**src/rtl/xor_parity_pkg.sv**
```systemverilog
// Shared types and constants for the XOR parity transmit/receive path.
package xor_parity_pkg;

    typedef enum logic [1:0] {
        IDLE   = 2'd0,
        DATA   = 2'd1,
        PARITY = 2'd2,
        STOP   = 2'd3
    } state_t;

    localparam bit PAR_EVEN = 1'b0;
    localparam bit PAR_ODD  = 1'b1;

    localparam int DEFAULT_DATA_W = 8;

endpackage

```
**src/rtl/xor_parity_acc.sv**
```systemverilog
// 1-bit running XOR accumulator with synchronous clear and enable.
// Shared between the transmit-side generator and the receive-side checker.
module xor_parity_acc (
    input  logic clk,
    input  logic rst,
    input  logic clr,
    input  logic en,
    input  logic d,
    output logic q
);

    // NOTE: sequential state uses non-blocking assignment so every flop samples pre-edge values.
    always_ff @(posedge clk or posedge rst) begin
        if (rst) begin
            q <= 1'b0;
        end else if (clr) begin
            q <= 1'b0;
        end else if (en) begin
            q <= q ^ d;
        end
    end

endmodule

```
**src/rtl/xor_parity_rx.sv**
```systemverilog
// Serial start/data/parity/stop frame receiver with parity/framing checks,
// overrun detection and a valid/ready output register.
module xor_parity_rx
    import xor_parity_pkg::*;
#(
    parameter int DATA_W     = DEFAULT_DATA_W,
    parameter bit PARITY_ODD = PAR_EVEN
) (
    input  logic              clk,
    input  logic              rst,
    input  logic              sample_en,
    input  logic              rx_bit,
    output logic [DATA_W-1:0] data_out,
    output logic              data_valid,
    input  logic              data_ready,
    output logic              parity_err,
    output logic              frame_err,
    output logic              overrun,
    output logic              busy
);

    localparam int                CNT_W    = (DATA_W > 1) ? $clog2(DATA_W) : 1;
    localparam logic [CNT_W-1:0]  CNT_LAST = CNT_W'(DATA_W - 1);

    state_t             state;
    state_t             state_nxt;
    logic [CNT_W-1:0]   cnt;
    logic [DATA_W-1:0]  shift_q;
    logic               acc_q;
    logic               acc_clr;
    logic               acc_en;
    logic               perr_q;
    logic               ferr_q;
    logic               frame_done;
    logic               handshake;
    logic               load;

    xor_parity_acc u_acc (
        .clk (clk),
        .rst (rst),
        .clr (acc_clr),
        .en  (acc_en),
        .d   (rx_bit),
        .q   (acc_q)
    );

    always_ff @(posedge clk or posedge rst) begin
        if (rst) begin
            state <= IDLE;
        end else begin
            state <= state_nxt;
        end
    end

    // NOTE: every output of this block gets a default first, so no path can infer a latch.
    always_comb begin
        state_nxt = state;
        acc_clr   = 1'b0;
        acc_en    = 1'b0;
        if (sample_en) begin
            unique case (state)
                IDLE: begin
                    if (!rx_bit) begin
                        state_nxt = DATA;
                        acc_clr   = 1'b1;
                    end
                end
                DATA: begin
                    acc_en = 1'b1;
                    if (cnt == CNT_LAST) begin
                        state_nxt = PARITY;
                    end
                end
                PARITY:  state_nxt = STOP;
                STOP:    state_nxt = IDLE;
                default: state_nxt = IDLE;
            endcase
        end
    end

    // A 0 stop bit only flags a framing error; the FSM still returns to IDLE and waits for a start bit.
    always_ff @(posedge clk or posedge rst) begin
        if (rst) begin
            cnt        <= '0;
            shift_q    <= '0;
            perr_q     <= 1'b0;
            ferr_q     <= 1'b0;
            frame_done <= 1'b0;
        end else begin
            frame_done <= 1'b0;
            if (sample_en) begin
                unique case (state)
                    IDLE: begin
                        if (!rx_bit) begin
                            cnt <= '0;
                        end
                    end
                    DATA: begin
                        shift_q[cnt] <= rx_bit;
                        cnt          <= (cnt == CNT_LAST) ? '0 : cnt + 1'b1;
                    end
                    PARITY: begin
                        perr_q <= acc_q ^ rx_bit ^ PARITY_ODD;
                    end
                    STOP: begin
                        ferr_q     <= ~rx_bit;
                        frame_done <= 1'b1;
                    end
                    default: ;
                endcase
            end
        end
    end

    assign handshake = data_valid & data_ready;
    assign load      = frame_done & (~data_valid | data_ready);

    always_ff @(posedge clk or posedge rst) begin
        if (rst) begin
            data_out   <= '0;
            data_valid <= 1'b0;
            parity_err <= 1'b0;
            frame_err  <= 1'b0;
            overrun    <= 1'b0;
        end else begin
            if (load) begin
                data_out   <= shift_q;
                parity_err <= perr_q;
                frame_err  <= ferr_q;
                data_valid <= 1'b1;
            end else if (handshake) begin
                data_valid <= 1'b0;
            end

            if (frame_done && !load) begin
                overrun <= 1'b1;
            end else if (handshake) begin
                overrun <= 1'b0;
            end
        end
    end

    assign busy = (state != IDLE);

endmodule

```
**config.mk**
```make
export PLATFORM = sky130hd
export DESIGN_NAME = xor_parity_rx
export DESIGN_NICKNAME = d
export VERILOG_FILES = /design/src/rtl/xor_parity_pkg.sv /design/src/rtl/xor_parity_acc.sv /design/src/rtl/xor_parity_rx.sv
export SDC_FILE = /design/constraint.sdc
export NUM_CORES = 1
export LEC_CHECK = 0
export BUFFER_PORTS_ARGS = -buffer_cell sky130_fd_sc_hd__buf_2
export CAP_MARGIN = 15
export CORE_MARGIN = 5
export CORE_UTILIZATION = 30
export DETAILED_ROUTE_END_ITERATION = 7
export GPL_ROUTABILITY_DRIVEN = 0
export PLACE_DENSITY_LB_ADDON = 0.15
export SLEW_MARGIN = 25
export SYNTH_ARGS = -nofsm -noshare
export SYNTH_HDL_FRONTEND = slang
export SYNTH_SLANG_ARGS = --single-unit
export TNS_END_PERCENT = 1
```
**constraint.sdc**
```tcl
create_clock -name clk -period 1.4 [get_ports clk]
set_input_delay 0.14 -clock clk [delete_from_list [all_inputs] [get_ports clk]]
set_output_delay 0.14 -clock clk [all_outputs]
set_load 0.1 [all_outputs]
```
==> results by group <==
Run status
  • Outcome: finished with violations
  • Failing checks: negative setup slack

Finish
  • NumNets Final: between 100 and 150
  • Layout cells sized above 1: 52.90%
  • Commonest cells after routing, fill and taps aside: dfrtp_1 (28), buf_2 (16), buf_4 (13), mux2_2 (10), mux2_1 (7)
  • Most common cell after layout, fill and taps aside: dfrtp_1
  • Layout area overhead: 33.37%
  • Finished Core Util: between 40% and 50%
  • Fin cells: 190
  • N_diodes: 0

Routing
  • Average wire per standard cell: between 10 and 15 um
  • First drt pass iteration count: 3
  • Initial DRC count: 14
  • Drt via density: 4.595
  • Antenna Nets Post-Route: 0
  • Post-Route WL: between 2000 and 3000 um
  • Vias post-DR: slightly below 900
  • DRC Markers: 0

Global route
  • Grt total ovfl: 0
  • Global-route wire length before repair: ~4500 um
  • Vias in the first global route: roughly 950
  • Total global-route track usage: approximately 9.6%
  • Largest net degree at the start of global routing: 18
  • Antenna violations before repair: 0

Place
  • IO buf count: 17
  • HPWL after DPL: approximately 1800 um
  • Placed cells: around 180
  • Dpl ws: -0.1078 ns

Timing
  • Post-route clock skew: 0.006931 ns
  • Final Hold Viols: 0
  • Unrepaired setup endpoints after global routing: true
  • Slew headroom: around two thirds
  • Fin crit period: 1.444 ns
  • Fin. max-slew vios: 0
  • Worst setup margin: -0.04410 ns
  • FMAX: a little under 700 MHz
  • Worst slew pin tran: just under 0.5 ns
  • Setup violators final: 4
  • Setup TNS: -0.06228 ns
  • Final Cycle Share: 103.1%

Floorplan
  • Core ar.: roughly 0.0043 mm2
  • Initial core utilization: just over 30%
  • Chip Height: between 70 and 80 um
  • Die area: around 0.0058 mm2
  • I/O Pins: 18
  • Die W: around 76 um
  • # rows: 24

Clock tree
  • TritonCTS clock tree: yes
  • H-tree depth: 2
  • CTS buffer count: 5
  • Clock Path Buffers: 2
  • Clock sink count: 29
  • Root buf cell: clkbuf_8
  • Clk pin slew, worst setup/hold paths: ~0.060 ns
  • Clk_lat worst skew: 0.28 ns

Job
  • # Max-Cap Violations: 0

Yosys
  • Cell taking the most area after synthesis: dfrtp_1
  • Syn avg cell area: approximately 13 um2
  • Sequential share of the synthesized area: a little over half
  • Post-synth top area share: a little over half
  • Yosys reg bits: 29
  • Yosys cell types: 27
  • Synth warn: 0
  • Syn Inst Count: 100
  • Area contributors post-synth: dfrtp_1 (55%), mux2_2 (8.5%), mux2_1 (6.8%)
  • Synthesized Nets: 111
  • Synthesized area: 0.001320 mm2

Critical path
  • Cell at the slowest stage of the critical path: dfrtp_1
  • CP cell instances: buf_4, ha_4, buf_6, o21ai_4, mux2_4
  • Largest delay contributor family on the critical path: flip-flops
  • Crit Path Max Fanout: 5
  • Required time worst endpoint: 1.56 ns
  • Crit path capture type: register
  • CP Data Arrival Time: 1.61 ns
  • Startpoint Class: register
  • Crit path buffers/inverters: 2
  • Crit Path Category: register to register
  • Max incr delay on CP: ~0.4 ns

Min path
  • Hold WC Path Type: input port to register
## sequential cells by signal (all words and copies together), names as in the netlist
| register | flops |
|---|---|
| frame_done | 1 |
| data_valid | 1 |
| shift_q | 8 |
| overrun | 1 |
| u_acc.q | 1 |
| state | 2 |
| ferr_q | 1 |
| cnt | 3 |
| parity_err | 1 |
| data_out | 8 |
| frame_err | 1 |
| perr_q | 1 |
## synthesized netlist by cell type (all sizes together)
cell     n
a21boi   1
a21o     1
a21oi    3
a22o     1
a31oi    1
a32o     1
a32oi    1
and4b    1
buf      1
clkbuf   1
dfrtp   29
ha       6
inv      5
mux2    20
mux2i    1
nand2    6
nand2b   5
nand3    1
nand3b   1
nor2     8
nor3     2
o21ai    3
xnor2    1
## through the flow
| stage | instance area, um2 | hold slack [ns] |
|---|---|---|
| final | 1760 | 0.03583 |
| after global routing | 1760 | 0.03634 |
| after detailed placement | 1556 | 0.1630 |
| after global placement | 1556 | 0.1590 |
| after floorplan | 1324 | 0.2181 |
| after CTS | 1724 | 0.02466 |
## final timing paths
kind,startpoint,end,slack (ns),cells after the start
max,state[0],cnt[0],-0.04,5
min,data_ready,overrun,0.04,2
max reg2reg,state[0],cnt[0],-0.04,5
min reg2reg,ferr_q,ferr_q,0.48,2
max in group asynchronous,rst,data_valid,0.75,4
min in group asynchronous,rst,data_out[6],0.41,4
## final cells by class
| type | count | area [um2] |
|---|---|---|
| fillers | 430 | 2564 |
| flip-flops and latches | 29 | 729.5 |
| multi-input cells | 64 | 641.9 |
| repair buffers | 32 | 219.0 |
| clock buffers | 5 | 68.82 |
| well taps | 52 | 65.06 |
| inverters | 5 | 18.77 |
| clock inverters | 3 | 17.52 |
## per-layer routing
layer / vias up / global-route usage, % / share of wire (%)
li1: 419 / - / -
met4: 0 / 4.720 / 2.1
met2: 16 / 14.81 / 46
met3: 7 / 3.901 / 4.4
met5: - / 0 / 0
met1: 431 / 11.63 / 47
## kinds of logic (layout without fill, tap and decap cells)
| family | count (synthesis) | after routing | synth area share, % |
|---|---|---|---|
| flops | 29 | 29 | 54.98 |
| simple gates | 24 | 24 | 10.62 |
| mux | 21 | 21 | 18.39 |
| compound gates | 12 | 12 | 7.110 |
| buf+inv | 7 | 45 | 2.559 |
| fa+ha+maj | 6 | 6 | 5.687 |
| xor+xnor | 1 | 1 | 0.6636 |
## worst reg2reg max path: stages (launching register included)
cell and delay, ns:
dfrtp_1 0.39, buf_4 0.15, ha_4 0.19, buf_6 0.14
o21ai_4 0.15, mux2_4 0.32
## timing repair
action,CTS,global route
hold buffers,1,0
pin swaps,2,3
hold endpoints to repair,29,0
gates resized for setup,12,8
setup endpoints to repair,11,13
buffers inserted,3,0
Power is not shown: default switching activity piles up to over one toggle a cycle in this logic, so the estimate is an artifact.
